==> src/rtl/midi_parser_pkg.sv <==
// Shared encodings for the MIDI byte parser: event types, status nibbles,
// realtime bytes and parser states.
package midi_parser_pkg;

    localparam logic [1:0] EVT_NOTE_OFF    = 2'd0;
    localparam logic [1:0] EVT_NOTE_ON     = 2'd1;
    localparam logic [1:0] EVT_CTRL_CHANGE = 2'd2;
    localparam logic [1:0] EVT_PITCH_BEND  = 2'd3;

    localparam logic [3:0] STAT_NOTE_OFF = 4'h8;
    localparam logic [3:0] STAT_NOTE_ON  = 4'h9;
    localparam logic [3:0] STAT_POLY_AT  = 4'hA;
    localparam logic [3:0] STAT_CTRL     = 4'hB;
    localparam logic [3:0] STAT_PROG     = 4'hC;
    localparam logic [3:0] STAT_CH_AT    = 4'hD;
    localparam logic [3:0] STAT_BEND     = 4'hE;

    localparam logic [7:0] RT_TICK     = 8'hF8;
    localparam logic [7:0] RT_START    = 8'hFA;
    localparam logic [7:0] RT_CONTINUE = 8'hFB;
    localparam logic [7:0] RT_STOP     = 8'hFC;

    typedef enum logic [1:0] {
        StIdle,
        StData1,
        StData2,
        StDiscard
    } state_t;

endpackage

==> src/rtl/midi_parser.sv <==
// MIDI byte parser: tracks running status, filters by channel and assembles
// channel-voice messages into events behind a valid/ready output register.
module midi_parser
    import midi_parser_pkg::*;
#(
    parameter bit VEL0_IS_OFF = 1'b1
) (
    input  logic       clk_i,
    input  logic       nrst_i,
    input  logic       byteValid_i,
    input  logic [7:0] byte_i,
    input  logic [3:0] channel_i,
    input  logic       omni_i,
    output logic       evtValid_o,
    input  logic       evtReady_i,
    output logic [1:0] evtType_o,
    output logic [3:0] evtChannel_o,
    output logic [6:0] evtData1_o,
    output logic [6:0] evtData2_o,
    output logic       overrun_o,
    input  logic       clrOverrun_i,
    output logic       rtTick_o,
    output logic       rtStart_o,
    output logic       rtStop_o
);

    function automatic logic f_is_len2(input logic [3:0] s);
        return !((s == STAT_PROG) || (s == STAT_CH_AT));
    endfunction

    function automatic logic f_supported(input logic [3:0] s);
        return (s == STAT_NOTE_OFF) || (s == STAT_NOTE_ON) ||
               (s == STAT_CTRL) || (s == STAT_BEND);
    endfunction

    function automatic logic [1:0] f_type(input logic [3:0] s, input logic [6:0] d2);
        logic [1:0] t;
        t = EVT_NOTE_OFF;
        case (s)
            STAT_NOTE_ON: t = (VEL0_IS_OFF && (d2 == 7'd0)) ? EVT_NOTE_OFF : EVT_NOTE_ON;
            STAT_CTRL:    t = EVT_CTRL_CHANGE;
            STAT_BEND:    t = EVT_PITCH_BEND;
            default:      t = EVT_NOTE_OFF;
        endcase
        return t;
    endfunction

    state_t     r_state;
    logic [3:0] r_status;
    logic [3:0] r_chan;
    logic       r_match;
    logic       r_len2;
    logic [6:0] r_d1;

    logic       w_is_rt;
    logic       w_is_sys;
    logic       w_is_data;
    logic       w_complete;
    logic       w_emit;
    logic       w_load;
    logic [6:0] w_cd1;
    logic [6:0] w_cd2;

    always_comb begin
        w_is_rt    = (byte_i[7:3] == 5'b11111);
        w_is_sys   = (byte_i[7:4] == 4'hF) && !w_is_rt;
        w_is_data  = !byte_i[7];
        w_complete = byteValid_i && w_is_data &&
                     (((r_state == StData1) && !r_len2) || (r_state == StData2));
        // One-byte messages are never emitted, so their d2 is irrelevant.
        w_cd1      = (r_state == StData2) ? r_d1 : byte_i[6:0];
        w_cd2      = (r_state == StData2) ? byte_i[6:0] : 7'd0;
        w_emit     = w_complete && r_match && f_supported(r_status);
        w_load     = w_emit && (!evtValid_o || evtReady_i);
    end

    always_ff @(posedge clk_i) begin
        if (!nrst_i) begin
            r_state      <= StIdle;
            r_status     <= 4'd0;
            r_chan       <= 4'd0;
            r_match      <= 1'b0;
            r_len2       <= 1'b0;
            r_d1         <= 7'd0;
            evtValid_o   <= 1'b0;
            evtType_o    <= 2'd0;
            evtChannel_o <= 4'd0;
            evtData1_o   <= 7'd0;
            evtData2_o   <= 7'd0;
            overrun_o    <= 1'b0;
            rtTick_o     <= 1'b0;
            rtStart_o    <= 1'b0;
            rtStop_o     <= 1'b0;
        end else begin
            rtTick_o  <= byteValid_i && (byte_i == RT_TICK);
            rtStart_o <= byteValid_i && ((byte_i == RT_START) || (byte_i == RT_CONTINUE));
            rtStop_o  <= byteValid_i && (byte_i == RT_STOP);

            if (w_load) begin
                evtValid_o   <= 1'b1;
                evtType_o    <= f_type(r_status, w_cd2);
                evtChannel_o <= r_chan;
                evtData1_o   <= w_cd1;
                evtData2_o   <= w_cd2;
            end else if (evtValid_o && evtReady_i) begin
                evtValid_o <= 1'b0;
            end

            if (w_emit && !w_load) begin
                overrun_o <= 1'b1;
            end else if (clrOverrun_i) begin
                overrun_o <= 1'b0;
            end

            // Realtime bytes fall through every branch and leave the parser untouched.
            if (byteValid_i && !w_is_rt) begin
                if (w_is_sys) begin
                    r_state <= StDiscard;
                end else if (!w_is_data) begin
                    r_status <= byte_i[7:4];
                    r_chan   <= byte_i[3:0];
                    r_match  <= omni_i || (byte_i[3:0] == channel_i);
                    r_len2   <= f_is_len2(byte_i[7:4]);
                    r_state  <= StData1;
                end else begin
                    case (r_state)
                        StData1: begin
                            r_d1 <= byte_i[6:0];
                            if (r_len2) begin
                                r_state <= StData2;
                            end
                        end
                        StData2: r_state <= StData1;
                        default: r_state <= r_state;
                    endcase
                end
            end
        end
    end

endmodule

==> config.mk <==
export PLATFORM = sky130hd
export DESIGN_NAME = midi_parser
export DESIGN_NICKNAME = d
export VERILOG_FILES = /design/src/rtl/midi_parser_pkg.sv /design/src/rtl/midi_parser.sv
export SDC_FILE = /design/constraint.sdc
export NUM_CORES = 1
export LEC_CHECK = 0
export CAP_MARGIN = 5
export CELL_PAD_IN_SITES_DETAIL_PLACEMENT = 0
export CELL_PAD_IN_SITES_GLOBAL_PLACEMENT = 1
export CORE_MARGIN = 10
export CORE_UTILIZATION = 41
export DETAILED_ROUTE_END_ITERATION = 10
export GPL_ROUTABILITY_DRIVEN = 0
export GPL_TIMING_DRIVEN = 0
export PLACE_DENSITY_LB_ADDON = 0.3
export SLEW_MARGIN = 30
export SYNTH_ARGS = -nofsm -noshare
export SYNTH_HDL_FRONTEND = slang
export SYNTH_SLANG_ARGS = --single-unit
==> constraint.sdc <==
create_clock -name clk_i -period 2.3 [get_ports clk_i]
set_input_delay 0.23 -clock clk_i [delete_from_list [all_inputs] [get_ports clk_i]]
set_output_delay 0.23 -clock clk_i [all_outputs]
set_load 0.02 [all_outputs]
# Word level (Yosys, flattened, before mapping)
# Index checks and enable logic that the tools add are counted.
op_classes:
  n_reduce_logical: 34
  n_eq_ne: 16
  n_bitwise: 2
  n_mux: 12
ops:
  columns: ["operator", "count"]
  rows:
  - ["equality test 8 bit, second input constant", 4]
  - ["equality test 4 bit, second input constant", 7]
  - ["2-to-1 mux 7 bit", 2]
  - ["logical AND 1 bit", 13]
  - ["logical OR 1 bit", 8]
  - ["zero test 7 bit", 1]
  - ["zero test 1 bit", 6]
  - ["2-to-1 mux 2 bit", 3]
  - ["one-hot mux 2 bit (3 select lines)", 1]
  - ["AND reduction 3 bit", 2]
  - ["equality test 5 bit, second input constant", 1]
  - ["2-to-1 mux 1 bit", 5]
  - ["equality test 4 bit", 1]
  - ["inequality test 4 bit, second input constant", 1]
  - ["one-hot mux 2 bit (2 select lines)", 1]
  - ["AND reduction 4 bit", 1]
  - ["nonzero test 2 bit", 2]
  - ["nonzero test 4 bit", 1]
  - ["equality test 2 x 1 -> 1 bit, second input constant", 1]
  - ["equality test 2 bit, second input constant", 1]
  - ["NOT 1 bit", 2]
totals:
  output_inout_bits: 25
  in_bits: 18
  ff_bits: 44
  word_cells: 79

# Logic depth before layout (Yosys ltp)
# Gate-level depths: netlist of the first run.
depth:
  word_depth: 10
  ltp_mapped: 7
  ltp_nobuf: 6

# Least setup slack after synthesis of the first run
# OpenSTA, ideal clock, no wires.
synth_path:
  kind: "register -> register"
  from: "register r_state[0]"
  to: "register evtType_o[0]"
  n_path_buf: 2
  setup_ns: 0.089
  path_slack_ns: 0.784
  arrival_time_ns: 1.427
  synth_period_minus_slack_ns: 1.516
  t_required_ns: 2.211
  path_stages_with_launch: 8
  path_cell_list: "dfxtp_1 > inv_1 > ha_1 > buf_2 > o2111a_1 > and3_4 > buf_6 > a311oi_2"
synth_between:
  elab_chain_len: 7
  elab_cells_between_ends: 12
  cone_classes: "eq/ne: 2; mux: 3; reduce/logical: 7"
synth_lines:
  columns: ["item", "line_no", "rtl"]
  rows:
  - ["start, declared", "midi_parser.sv:48", "state_t r_state;"]
  - ["start signal, assigned", "midi_parser.sv:79", "r_state <= StIdle;"]
  - ["start signal, assigned", "midi_parser.sv:118", "r_state <= StDiscard;"]
  - ["start signal, assigned", "midi_parser.sv:124", "r_state <= StData1;"]
  - ["branches (longest 7 deep; another with 2-to-1 mux 7 bit)", null, null]
  - ["end signal, assigned", "midi_parser.sv:101", "evtType_o <= f_type(r_status, w_cd2);"]
  - ["end, declared", "midi_parser.sv:16", "output logic [1:0] evtType_o,"]
# Parallel ways; which one is timed is not known.
# A chain may end at the register's enable or synchronous reset.

# Final worst setup path of the first run
# Ends and elaborated chain as after synthesis.

==> results of run 1 <==
==> worst max-delay path by stage <==
stage / startpoint / end / slack (ns) / cells after the start
2_1_floorplan: r_state[0] / evtType_o[0] / 0.78 / 7
3_3_place_gp: evtReady_i / evtChannel_o[3] / 0.44 / 6
3_5_place_dp: evtReady_i / evtData2_o[5] / 0.41 / 6
4_1_cts: r_state[0] / evtType_o[0] / 0.61 / 7
5_1_grt: r_state[0] / evtType_o[0] / 0.51 / 7
6_report: r_state[0] / evtType_o[0] / 0.62 / 7
==> layer usage <==
| metal | up-vias | wire length, um |
|---|---|---|
| met5 | - | 0 |
| met4 | 0 | 42 |
| met3 | 4 | 291 |
| met2 | 42 | 2270 |
| met1 | 759 | 2270 |
| li1 | 803 | - |
==> per-stage QoR <==
stage                     setup WS [ns]  power (mW)  utilization (%)  instance area [um^2]
after floorplan                   0.784       0.920                -                  1980
after global placement            0.443       0.978             51.4                  2410
after detailed placement          0.409       0.978             51.4                  2410
after CTS                         0.611        1.50             53.4                  2510
after global routing              0.511        1.54             53.4                  2510
final                             0.623        1.48             53.4                  2510
==> sequential cells by signal, summed over array words and instances, names as in the netlist <==
register      flops
evtData1_o        7
r_chan            4
r_match           1
rtStart_o         1
evtChannel_o      4
evtType_o         2
r_status          4
rtStop_o          1
overrun_o         1
evtValid_o        1
r_len2            1
r_state           2
rtTick_o          1
evtData2_o        7
r_d1              7
==> cell families after synthesis <==
group	share of synthesized area (%)
DFF	44.4
xor gates and xnor gates	2.65
muxes	16.7
and+or+nand+nor	16.8
adders and majority gates	1.26
buffers and inverters	5.93
AOI/OAI and AO/OA	12.2
==> area by class of cell <==
cell class / count / share of cell area [%]
Multi-Input combinational cell: 139 / 39.2
Clock buffer: 7 / 3.84
Inverter: 4 / 0.599
Buffer: 19 / 4.09
Timing Repair Buffer: 36 / 14.4
Sequential cell: 44 / 35.1
Tap cell: 54 / 2.70
==> power by group through the flow <==
stage / logic, mW / clock network [mW] / registers (mW)
floorplan: 0.114 / 0 / 0.806
global placement: 0.170 / 0 / 0.808
detailed placement: 0.170 / 0 / 0.808
CTS: 0.171 / 0.538 / 0.790
global route: 0.187 / 0.555 / 0.794
finish: 0.169 / 0.524 / 0.790
==> cell usage in the layout, fill, tap and decap left out, drive strengths merged, types with 2 or more instances in the layout <==
| cell | instances |
|---|---|
| a211oi | 7 |
| a21oi | 2 |
| a31oi | 9 |
| buf | 11 |
| clkbuf | 15 |
| clkdlybuf4s50 | 36 |
| dfxtp | 44 |
| ha | 2 |
| inv | 3 |
| mux2i | 33 |
| nand2 | 23 |
| nand3 | 10 |
| nor2 | 20 |
| nor2b | 3 |
| nor3 | 2 |
| nor4 | 2 |
| o21ai | 3 |
| o221a | 2 |
| xnor2 | 5 |
==> worst max-delay path, delay by kind of cell (launching register included) <==
kind	cells	cell delay, ns
AO/OA/AOI/OAI	2	0.49
buffers and inverters	3	0.39
flip-flops	1	0.36
adder cells (fa/ha/maj)	1	0.18
AND/OR/NAND/NOR	1	0.16
==> impl_metrics.csv, run 1 <==
group,metric,value,unit
logic_synthesis,seq_area_frac_synth,44.4,%
sta,max_slew_margin,65.6,%
logic_synthesis,synth_commonest_cells,"dfxtp_1, mux2i_1, nand2_1",
global_routing,grt_pass1_vias,1537,
global_routing,gr-usage-met2,20.5,%
route,drt-total-wl,4870,um
cells_and_area,nets,269,
cells_and_area,drive_gt1_share,12.4,%
sta,final-hold-violation-count,0,
critical_path,cp-end-kind,"register",
route,firstDrtPassIters,4,
critical_path,regToRegSetupSlack,0.62,ns
critical_path,r2r-start,"r_state[0]",
logic_synthesis,synthTopCellsByArea,"dfxtp_1, mux2i_1, a211oi_2",
logic_synthesis,ys_warn_count,0,
cells_and_area,area_delta_synth_final,26.5,%
sta,max_slew.worst_pin.slew,0.516,ns
clocking,cts_made_buffers,5,
logic_synthesis,yosysTopAreaCellShare,44.4,%
logic_synthesis,synth_edf_count,0,
cells_and_area,multi_input_area,983,um^2
min_path,hp-class,"input port to register",
pwr,ir_worst_vdd,0.387,mV
logic_synthesis,ys_async_sr_fraction,0,%
logic_synthesis,yosysTopAreaCell,"dfxtp_1",
logic_synthesis,ys_types,40,
sta,finalMaxSlewViolations,0,
placed_design,dp_cells,296,
clocking,postCtsSetupRepairBufs,0,
sta,setup_violations,0,
critical_path,cp_max_fo,10,
pwr,p_comb_share,11.4,%
clocking,postCtsHoldBufs,0,
global_routing,gr-max-usage-layer,"met2",
clocking,cts_buffer_depth,2,
min_path,worstHoldPathCells,3,
sta,fin_setup_tns,0,ns
logic_synthesis,syn_area_per_cell,9.62,um^2
route,wl_per_cell,16.1,um
critical_path,cp_slowest_stage_delay,0.36,ns
clocking,cts-root-buf,"clkbuf_8",
floorplanning,dieWidth,89.5,um
logic_synthesis,synth_nets,226,
critical_path,r2r_end,"evtType_o[0]",
pwr,power_frac_clock,35.3,%
global_routing,track_usage,12.8,%
logic_synthesis,syn_area,1980,um^2
global_routing,antenna_found_initial,0,
clocking,h-tree-depth,2,
cells_and_area,antenna_cells,0,
floorplanning,die_area,8010,um^2
sta,period_needed,1.68,ns
critical_path,required,2.51,ns
status,outcome,"finished clean",
critical_path,critPathKind,"register to register",
logic_synthesis,yosys_most_used_dff,"dfxtp_1",
logic_synthesis,ys_ff_latch,44,
floorplanning,start_util,42.2,%
route,via_count,1608,
critical_path,start_kind,"register",
sta,hold_ws,0.296,ns
global_routing,grt_pass1_wl,7890,um
cells_and_area,fillers,445,
pwr,intPower,1.12,mW
pwr,switchingPower,0.365,mW
global_routing,met1_usage,16.3,%
route,drcViolationCount,0,
global_routing,grt_overflow,0,
cells_and_area,instances_no_fill,303,
global_routing,grt_max_degree,13,
critical_path,reg2reg_depth,7,
logic_synthesis,synthCells,206,
critical_path,cp_slowest_cell,"dfxtp_1",
sta,post-route-period-util,72.9,%
cells_and_area,ff_latch_area,881,um^2
floorplanning,rows,25,
critical_path,arrival,1.89,ns
placed_design,io_buffers,36,
pwr,p_per_area,592,nW/um^2
pwr,leakagePower,0.913,nW
pwr,p_seq_share,53.3,%
clocking,cts_tree,"yes",
floorplanning,core_area,4690,um^2
floorplanning,boundaryPins,43,
logic_synthesis,synth.most_common_cell,"dfxtp_1",
global_routing,gr-usage-met3,3.92,%
clocking,post_cts_resized,0,
sta,finClkSkew,0.00805,ns
pwr,p_sw_share,24.6,%
sta,fmax,0.596,GHz
route,ant_nets,0,
clocking,cts_sinks,44,
floorplanning,die_y,89.5,um
flow_run,maxCapViolations,0,
clocking,clk-insertion-delay-late,0.29,ns
critical_path,cp_cell_sequence,"inv_1 > ha_1 > buf_2 > o2111a_1 > and3_4 > buf_6 > a311oi_2",
min_path,min_to,"evtData2_o[5]",
sta,rsz0062_at_grt,"no",
route,vias_per_cell,5.31,
clocking,clk_pin_slew_worst_paths,0.08,ns
min_path,hp-start,"byte_i[5]",
placed_design,detailed_place_hpwl,3510,um
route,first_iter_violations,81,
Note: power is estimated with default switching activity, not from simulation.
==> inputs of run 2 (changes only) <==
- CORE_UTILIZATION: 41 -> 34
- clock period: 2.3 -> 1.5 ns (I/O delays scaled with it)
==> impl_metrics.csv, run 2 (synthesis results as in run 1) <==
group,metric,value,unit
critical_path,cp_cell_sequence,"inv_2 > ha_4 > nor2b_4 > o2111a_1 > and3_4 > clkbuf_16 > a311oi_2",
critical_path,cp-end-kind,"register",
critical_path,cp_slowest_stage_delay,0.36,ns
clocking,cts_buffer_depth,2,
global_routing,grt_overflow,0,
cells_and_area,antenna_cells,0,
sta,finalMaxSlewViolations,0,
global_routing,grt_pass1_wl,8370,um
sta,fmax,0.651,GHz
pwr,p_seq_share,53.0,%
pwr,finalPower,2.29,mW
cells_and_area,drive_gt1_share,17.7,%
sta,period_needed,1.54,ns
clocking,cts-root-buf,"clkbuf_8",
flow_run,maxCapViolations,0,
pwr,leakagePower,0.950,nW
pwr,p_sw_share,26.2,%
sta,finClkSkew,0.00823,ns
critical_path,critPathKind,"register to register",
pwr,switchingPower,0.601,mW
critical_path,crit_buf_inv,2,
pwr,power_frac_clock,34.4,%
sta,final-hold-violation-count,0,
pwr,p_per_area,874,nW/um^2
floorplanning,boundaryPins,43,
floorplanning,die_area,9280,um^2
global_routing,grt_pass1_vias,1591,
route,via_count,1635,
cells_and_area,nets,273,
sta,max_slew.worst_pin.slew,0.557,ns
route,vias_per_cell,5.02,
floorplanning,dieWidth,96.4,um
floorplanning,die_y,96.4,um
route,firstDrtPassIters,4,
status,outcome,"finished, violations left",
critical_path,cp_slowest_cell,"dfxtp_2",
placed_design,pre_cts_ws,-0.287,ns
clocking,cts_tree,"yes",
pwr,intPower,1.69,mW
route,ant_nets,0,
clocking,clk-insertion-delay-late,0.30,ns
clocking,cts_made_buffers,5,
route,drt-total-wl,5260,um
placed_design,placed_area,2440,um^2
floorplanning,rows,27,
route,first_iter_violations,52,
global_routing,grt_max_degree,14,
pwr,p_comb_share,12.6,%
cells_and_area,area_delta_synth_final,32.4,%
sta,post-route-period-util,102,%
critical_path,cpLargestDelayFamily,"compound AO/OA/AOI/OAI gates",
sta,setup_slack,-0.0358,ns
critical_path,required,1.71,ns
route,drcViolationCount,0,
placed_design,detailed_place_hpwl,3700,um
global_routing,track_usage,11.8,%
pwr,ir_worst_vdd,0.507,mV
cells_and_area,final_common_cell,"dfxtp_1",
route,wl_per_cell,16.1,um
cells_and_area,final_cell_area,2630,um^2
sta,setup_violations,4,
clocking,h-tree-depth,2,
global_routing,antenna_found_initial,0,
min_path,hp-class,"input port to register",
status,violations,"setup timing",
critical_path,arrival,1.75,ns
cells_and_area,layout_common_cells,"dfxtp_1, clkdlybuf4s50_1, mux2i_1",
floorplanning,core_area,5570,um^2
cells_and_area,reg.largest.list,"evtData1_o (7), evtData2_o (7), r_d1 (7)",
floorplanning,start_util,35.6,%
sta,rsz0062_at_grt,"yes",
clocking,clk_pin_slew_worst_paths,0.09,ns
placed_design,io_buffers,36,
clocking,cts_sinks,44,
critical_path,start_kind,"register",
clocking,postCtsHoldBufs,0,
critical_path,cp_max_fo,5,
sta,max_slew_margin,62.8,%
run 2: changes by cell type in the layout (fill, tap and decap cells not counted), moves of 2 or more:
cell      before  now
inv_2          0    2
inv_1          3    1
dfxtp_1       44   42
clkinv_2       0    2
buf_4          2    6
buf_12         0    2
ha_1           2    0
buf_6          2    0
run 2: per-layer routing:
layer / track usage, % / part of all wire (%) / vias to the layer above
li1: - / - / 818
met1: 14.7 / 46 / 785
met2: 18.8 / 47 / 27
met3: 3.97 / 5.0 / 5
met4: 3.63 / 1.1 / 0
met5: 0 / 0 / -
run 2: per-stage QoR:
| step | TNS, ns | utilization [%] | instances | hold slack, ns |
|---|---|---|---|---|
| floorplan | 0 | - | 206 | 0.294 |
| global placement | -7.78 | 43.8 | 314 | 0.447 |
| detailed placement | -7.59 | 43.8 | 314 | 0.450 |
| CTS | -0.756 | 46.3 | 325 | 0.189 |
| global route | -1.66 | 47.1 | 326 | 0.202 |
| finish | -0.0653 | 47.1 | 326 | 0.190 |
run 2: final cells by class:
type,instances,area [um^2]
Buffer,18,116
Clock buffer,6,82.6
Clock inverter,2,10.0
Fill cell,553,2950
Inverter,4,15.0
Multi-Input combinational cell,139,1010
Sequential cell,44,886
Tap cell,72,90.1
Timing Repair Buffer,41,415
run 2: worst reg2reg max path, cell delays in order (launching register included):
cell and delay (ns):
dfxtp_2 0.36, inv_2 0.05, ha_4 0.15, nor2b_4 0.12
o2111a_1 0.25, and3_4 0.19, clkbuf_16 0.17, a311oi_2 0.18
run 2: timing repair:
action	CTS	global route
endpoints found under the setup margin	22	25
buffers inserted	3	1
gates cloned	0	1
gates resized for setup	7	8
run 2: worst paths after layout:
path / slack, ns / depth (start not counted) / from / end
worst max-delay path: -0.04 / 7 / r_state[1] / evtType_o[0]
worst min-delay path: 0.19 / 3 / byte_i[4] / evtData2_o[4]
worst max register to register: -0.04 / 7 / r_state[1] / evtType_o[0]
worst min register to register: 0.46 / 2 / evtChannel_o[1] / evtChannel_o[1]
run 2: power by group through the flow:
| stage | clock, mW | sequential [mW] | combinational, mW |
|---|---|---|---|
| 4_1_cts | 0.800 | 1.21 | 0.286 |
| 6_report | 0.788 | 1.22 | 0.289 |
| 5_1_grt | 0.858 | 1.22 | 0.319 |
| 2_1_floorplan | 0 | 1.24 | 0.180 |
| 3_3_place_gp | 0 | 1.24 | 0.268 |
| 3_5_place_dp | 0 | 1.24 | 0.268 |
